## src/rtl/core_pkg.sv

```systemverilog
// rtl/core_pkg.sv - shared fetch-stage types: FSM states, NOP encoding, fetch packet
package core_pkg;

  localparam int PKT_XLEN = 32;
  localparam logic [31:0] NOP_INSTR = 32'h0000_0013;

  typedef enum logic [1:0] {
    BOOT  = 2'd0,
    RUN   = 2'd1,
    FLUSH = 2'd2
  } fetch_state_e;

  typedef struct packed {
    logic [PKT_XLEN-1:0] pc;
    logic [31:0]         instr;
  } fetch_pkt_t;

endpackage

```

## src/rtl/fetch_fifo.sv

```systemverilog
// rtl/fetch_fifo.sv - synchronous prefetch FIFO of fetch packets with flush
module fetch_fifo
  import core_pkg::*;
#(
  parameter int DEPTH = 4,
  localparam int AW = $clog2(DEPTH)
) (
  input  logic       clk,
  input  logic       resetn,
  input  logic       flush,
  input  logic       push,
  input  fetch_pkt_t push_data,
  input  logic       pop,
  output fetch_pkt_t head,
  output logic [AW:0] count,
  output logic       full,
  output logic       empty
);

  fetch_pkt_t    mem [DEPTH];
  logic [AW-1:0] wr_ptr;
  logic [AW-1:0] rd_ptr;
  logic          do_push;
  logic          do_pop;

  assign empty   = (count == '0);
  assign full    = (count == (AW+1)'(DEPTH));
  assign do_pop  = pop && !empty;
  assign do_push = push && (!full || do_pop);

  // Empty FIFO presents a NOP at pc 0 so decode never sees stale storage.
  assign head = empty ? '{pc: '0, instr: NOP_INSTR} : mem[rd_ptr];

  // Pointer and occupancy bookkeeping; pointers wrap naturally at power-of-two depth.
  always_ff @(posedge clk or negedge resetn) begin
    if (!resetn) begin
      wr_ptr <= '0;
      rd_ptr <= '0;
      count  <= '0;
    end else if (flush) begin
      wr_ptr <= '0;
      rd_ptr <= '0;
      count  <= '0;
    end else begin
      if (do_push) wr_ptr <= wr_ptr + 1'b1;
      if (do_pop)  rd_ptr <= rd_ptr + 1'b1;
      count <= count + {{AW{1'b0}}, do_push} - {{AW{1'b0}}, do_pop};
    end
  end

  // Entry storage; contents are only meaningful between the pointers.
  always_ff @(posedge clk) begin
    if (do_push) mem[wr_ptr] <= push_data;
  end

endmodule

```

## src/rtl/instr_fetch_unit.sv

```systemverilog
// rtl/instr_fetch_unit.sv - RISC-V IF stage with prefetch FIFO and redirect flush (option: IFU_PERF_CNT_EN)
module instr_fetch_unit
  import core_pkg::*;
#(
  parameter int              XLEN       = 32,
  parameter logic [XLEN-1:0] RESET_PC   = '0,
  parameter int              FIFO_DEPTH = 4
) (
  input  logic            clk,
  input  logic            resetn,
  output logic            imem_req_valid,
  input  logic            imem_req_ready,
  output logic [XLEN-1:0] imem_req_addr,
  input  logic            imem_rsp_valid,
  input  logic [31:0]     imem_rsp_data,
  output logic            id_valid,
  input  logic            id_ready,
  output logic [31:0]     id_instr,
  output logic [XLEN-1:0] id_pc,
  input  logic            redirect_valid,
  input  logic [XLEN-1:0] redirect_pc
`ifdef IFU_PERF_CNT_EN
  ,
  output logic [31:0]     perf_fetch_cnt,
  output logic [31:0]     perf_flush_cnt
`endif
);

  localparam int CW = $clog2(FIFO_DEPTH) + 1;

  fetch_state_e    state, state_nxt;
  logic [XLEN-1:0] pc, pc_nxt, target, rsp_pc;
  logic [CW-1:0]   inflight, inflight_nxt, drop, drop_nxt, fifo_count;
  logic [CW:0]     occupancy;
  logic            req_hs, rsp_live, drop_hit, dec_hs;
  logic            fifo_flush, fifo_push, fifo_full, fifo_empty;
  fetch_pkt_t      push_pkt, head_pkt;

  assign target    = redirect_pc & {{(XLEN-2){1'b1}}, 2'b00};
  assign occupancy = {1'b0, fifo_count} + {1'b0, inflight};

  assign imem_req_valid = (state == RUN) && !fifo_full && (occupancy < (CW+1)'(FIFO_DEPTH));
  assign imem_req_addr  = pc;
  assign req_hs         = imem_req_valid && imem_req_ready;
  assign rsp_live       = imem_rsp_valid && (inflight != '0);
  assign drop_hit       = imem_rsp_valid && (drop != '0);
  assign dec_hs         = id_valid && id_ready;

  // Requests since the last redirect are contiguous, so the oldest one sits inflight words behind pc.
  assign rsp_pc   = pc - (XLEN'(inflight) << 2);
  assign push_pkt = '{pc: rsp_pc, instr: imem_rsp_data};

  assign id_valid = !fifo_empty;
  assign id_instr = head_pkt.instr;
  assign id_pc    = head_pkt.pc;

  fetch_fifo #(.DEPTH(FIFO_DEPTH)) u_fifo (
    .clk       (clk),
    .resetn    (resetn),
    .flush     (fifo_flush),
    .push      (fifo_push),
    .push_data (push_pkt),
    .pop       (dec_hs),
    .head      (head_pkt),
    .count     (fifo_count),
    .full      (fifo_full),
    .empty     (fifo_empty)
  );

  // Next-state: redirect wins; stale responses already in the memory pipe become drops.
  always_comb begin
    state_nxt    = state;
    pc_nxt       = pc;
    inflight_nxt = inflight;
    drop_nxt     = drop;
    fifo_flush   = 1'b0;
    fifo_push    = 1'b0;
    unique case (state)
      BOOT: begin
        state_nxt = RUN;
        if (redirect_valid) pc_nxt = target;
      end
      RUN: begin
        if (redirect_valid) begin
          pc_nxt       = target;
          fifo_flush   = 1'b1;
          inflight_nxt = '0;
          drop_nxt     = inflight + CW'(req_hs) - CW'(rsp_live);
          state_nxt    = (drop_nxt != '0) ? FLUSH : RUN;
        end else begin
          if (req_hs) pc_nxt = pc + XLEN'(4);
          fifo_push    = rsp_live;
          inflight_nxt = inflight + CW'(req_hs) - CW'(rsp_live);
        end
      end
      FLUSH: begin
        if (drop_hit)       drop_nxt = drop - 1'b1;
        if (redirect_valid) pc_nxt   = target;
        if (drop_nxt == '0) state_nxt = RUN;
      end
      default: state_nxt = BOOT;
    endcase
  end

  // State, PC and outstanding-request counters.
  always_ff @(posedge clk or negedge resetn) begin
    if (!resetn) begin
      state    <= BOOT;
      pc       <= RESET_PC;
      inflight <= '0;
      drop     <= '0;
    end else begin
      state    <= state_nxt;
      pc       <= pc_nxt;
      inflight <= inflight_nxt;
      drop     <= drop_nxt;
    end
  end

`ifdef IFU_PERF_CNT_EN
  // Saturating counters of delivered instructions and redirects.
  always_ff @(posedge clk or negedge resetn) begin
    if (!resetn) begin
      perf_fetch_cnt <= '0;
      perf_flush_cnt <= '0;
    end else begin
      if (dec_hs && (perf_fetch_cnt != '1))         perf_fetch_cnt <= perf_fetch_cnt + 32'd1;
      if (redirect_valid && (perf_flush_cnt != '1)) perf_flush_cnt <= perf_flush_cnt + 32'd1;
    end
  end
`endif

endmodule

```

## config.mk

```make
export PLATFORM = sky130hd
export DESIGN_NAME = instr_fetch_unit
export DESIGN_NICKNAME = d
export VERILOG_FILES = /design/src/rtl/core_pkg.sv /design/src/rtl/fetch_fifo.sv /design/src/rtl/instr_fetch_unit.sv
export SDC_FILE = /design/constraint.sdc
export NUM_CORES = 1
export LEC_CHECK = 0
export CORE_ASPECT_RATIO = 0.6
export CORE_MARGIN = 2
export CORE_UTILIZATION = 52
export CTS_BUF_LIST = sky130_fd_sc_hd__clkbuf_4 sky130_fd_sc_hd__clkbuf_8
export CTS_CLUSTER_DIAMETER = 150
export DETAILED_ROUTE_END_ITERATION = 12
export PLACE_DENSITY = 0.86
export SYNTH_ARGS = -nofsm -noshare
export SYNTH_HDL_FRONTEND = slang
export SYNTH_SLANG_ARGS = --single-unit
```

## constraint.sdc

```tcl
create_clock -name clk -period 3.3 [get_ports clk]
set_clock_uncertainty 0.1 [all_clocks]
set_input_delay 0.66 -clock clk [delete_from_list [all_inputs] [get_ports clk]]
set_output_delay 0.66 -clock clk [all_outputs]
set_load 0.01 [all_outputs]
```

==> parameters.txt <==
Parameter                              Value

Die
  Die width    roughly 210 µm
  Std cell rows    45
  Vertical extent of the die    about 130 µm
  Starting utilization of the core area    52.5%
  Ports    168
  Core region area    25100 µm²
  Die Footprint    26700 µm²

Logic synthesis
  Post-Synthesis Cells    857
  Sequential-to-total area share from yosys stat    65.0%
  Syn Std Cell Area    13200 µm²
  Top area cells in the synthesized netlist    sky130_fd_sc_hd__edfxtp_1, sky130_fd_sc_hd__mux4_2, sky130_fd_sc_hd__dfrtp_1
  Syn Area/Cell    15.4 µm²
  Number of storage elements in the synthesis netlist    293
  Dominant cell type by area after synthesis    sky130_fd_sc_hd__edfxtp_1
  Post-synthesis cell type count    70
  Share of synthesized registers carrying an async set or reset    15.4%
  Count of synthesis-stage warnings from yosys    0
  Dominant register cell in the synthesized netlist    sky130_fd_sc_hd__edfxtp_1
  Share of the synthesized area in the top cell type    56.5%
  Number of enable-type register cells in the synthesized netlist    248

CTS
  Clock sink count    293
  Root buf cell    sky130_fd_sc_hd__clkbuf_8
  Cts-stage hold buffer count    0
  Number of levels in the clock H-tree    2
  TritonCTS buffer count    42
  Clock tree from TritonCTS    done
  Worst-path clk slew    about 0.060 ns
  Worst-Skew Late Latency    roughly 0.56 ns
  Clock tree buffer depth    3

Layout
  Commonest non-fill, non-tap cell in the layout    sky130_fd_sc_hd__edfxtp_1
  Relative area change from synthesis to final layout    24.6%
  Design area    roughly 16000 µm²
  Net total in the final layout    1147
  Number of diodes added for antenna fixing    0
  Share of cells above drive strength 1    20.3%
  Number of cells in the finished layout apart from fillers    1417
  Most frequent cells in the layout    sky130_fd_sc_hd__edfxtp_1, sky130_fd_sc_hd__clkdlybuf4s50_1, sky130_fd_sc_hd__and2_1
  Final core utilization    65.4%

STA
  Final hold violation count    0
  Slew at the pin closest to its max-slew limit    0.872 ns
  Max-slew headroom    41.9%
  Pins Over Slew Limit    0
  Final setup vio count    0
  Period utilisation layout    97.6%
  Setup slack after layout    0.0800 ns
  Achievable frequency    about 0.31 GHz
  Min cycle time layout    approximately 3.2 ns

Routing
  Final Routed Wirelength    31600 µm
  First DRT Iteration DRCs    874
  Vias per cell    6.06
  Residual DRC count    0
  1st-pass router iterations    6
  Detail Route Antenna Nets    0
  Wire length per cell after detailed routing    22.3 µm
  DR vias    between 8000 and 9000

Worst setup path
  Largest fanout of any net on the critical path    5
  Worst Setup Start Kind    register
  CP bufs+invs    3
  Crit. End Element    output port
  Maximum cell stage delay along the critical path    approximately 0.53 ns
  Cell-by-cell trace of the critical path    buf_12 -> clkbuf_16 -> mux4_2 -> and2_1 -> clkdlybuf4s50_1
  Library cell contributing the largest single delay on the critical path    sky130_fd_sc_hd__dfrtp_4
  Arr. time, crit path    2.46 ns
  Required time of the worst setup path    2.54 ns
  Critical path start-end classification    register to output port
  Family with the most delay on the worst path    buffers and inverters

Worst hold path
  Hold/Removal Path Class    primary input to async pin

Power and ir drop
  Leak Pwr    approximately 5.9 nW
  Peak supply drop    0.000444 V
  PwrDens    856 nW/µm²

Global routing
  Antenna violations before repair    1
  Vias in the first global route    8431
  Wire length of the first global-routing pass    48500 µm
  Met2 Use GR    36.1%
  Remaining global-route overflow    0
  Largest net degree at the start of global routing    63
  GR Layer Usage met3    5.73%
  Met1 track demand over resource    approximately a third
  GRT Overall Usage    roughly a quarter
  Most congested layer reported by global routing    met2

Placed design
  HPWL after detailed placement    about 20000 µm
  Final weighted congestion in routability-driven placement    around 0.89
  # placed instances    1321
  Number of input and output port buffers inserted    161
  Post-place instance area    15300 µm²
  Worst slack at placement    -0.188 ns

Run
  Max-cap violation count    0

Run status
  Outcome    completed
[cell type report]
| type | count | area, µm² |
|---|---|---|
| clock buffer | 57 | 697 |
| tap | 329 | 412 |
| multi-input combinational | 472 | 4250 |
| inverter | 27 | 109 |
| fill | 1823 | 8680 |
| sequential | 293 | 8580 |
| clock inverter | 17 | 73.8 |
| timing repair buffer | 222 | 2310 |
[state kept, by name, summed over array words and instances, names as in the netlist]
register	cells
u_fifo.wr_ptr	2
u_fifo.count	3
drop	3
u_fifo.mem	248
state	2
u_fifo.rd_ptr	2
imem_req_addr	30
inflight	3
[synth_stat cells (15+ instances only)]
cell type and n:
sky130_fd_sc_hd__dfrtp_1 45, sky130_fd_sc_hd__nor2_1 29, sky130_fd_sc_hd__inv_1 26, sky130_fd_sc_hd__clkbuf_1 48, sky130_fd_sc_hd__nand2_1 20, sky130_fd_sc_hd__nor4_1 15, sky130_fd_sc_hd__xor2_1 18, sky130_fd_sc_hd__mux4_2 62
sky130_fd_sc_hd__nor3_1 21, sky130_fd_sc_hd__xnor2_1 15, sky130_fd_sc_hd__edfxtp_1 248, sky130_fd_sc_hd__nand3_1 20, sky130_fd_sc_hd__ha_1 16, sky130_fd_sc_hd__and2_1 70
[per-layer routing]
| layer | up-vias | routed length (µm) |
|---|---|---|
| met1 | 4293 | 13700 |
| met2 | 435 | 14300 |
| met4 | 2 | 716 |
| met5 | - | 18 |
| met3 | 77 | 2870 |
| li1 | 3774 | - |
[cell families after synthesis]
logic type      count (synthesis)  share of synthesized area (%)
flops                         293                           65.0
simple gates                  239                           10.7
compound gates                113                           6.35
buf+inv                        95                           3.06
mux                            64                           10.7
xor+xnor                       33                           2.19
fa+ha+maj                      19                           1.97
other cells                     1                         0.0284
[per-stage QoR]
step	total power [mW]	hold WS, ns	setup TNS, ns
2_1_floorplan	8.50	0.264	0
3_3_place_gp	11.0	0.427	-0.284
3_5_place_dp	11.2	0.452	-0.520
4_1_cts	13.9	0.121	-0.182
5_1_grt	14.8	0.135	-0.0146
6_report	14.1	0.120	0
[power by group]
group	internal [mW]	switching (mW)	leakage, nW
logic	3.12	3.02	2.72
registers	4.67	0.530	2.76
clock network	1.37	1.34	0.411
total	9.16	4.89	5.89
[timing repair]
| item | CTS | global route |
|---|---|---|
| gates cloned | 2 | 2 |
| endpoints found under the setup margin | 60 | 36 |
| setup buffers | 2 | 16 |
| gates resized for setup | 32 | 32 |
[path summary, 6_finish.rpt]
kind,from,to,slack (ns),depth (start not counted)
min in group clk,drop[1],drop[1],0.48,2
hold / removal,resetn,drop[1],0.12,1
max in group asynchronous,resetn,imem_req_addr[8],2.24,2
hold reg to reg,drop[1],drop[1],0.48,2
setup reg to reg,u_fifo.count[2],state[0],0.17,13
setup / recovery,u_fifo.rd_ptr[0],id_instr[27],0.08,5
No activity file was read; power rests on OpenSTA's default activity.
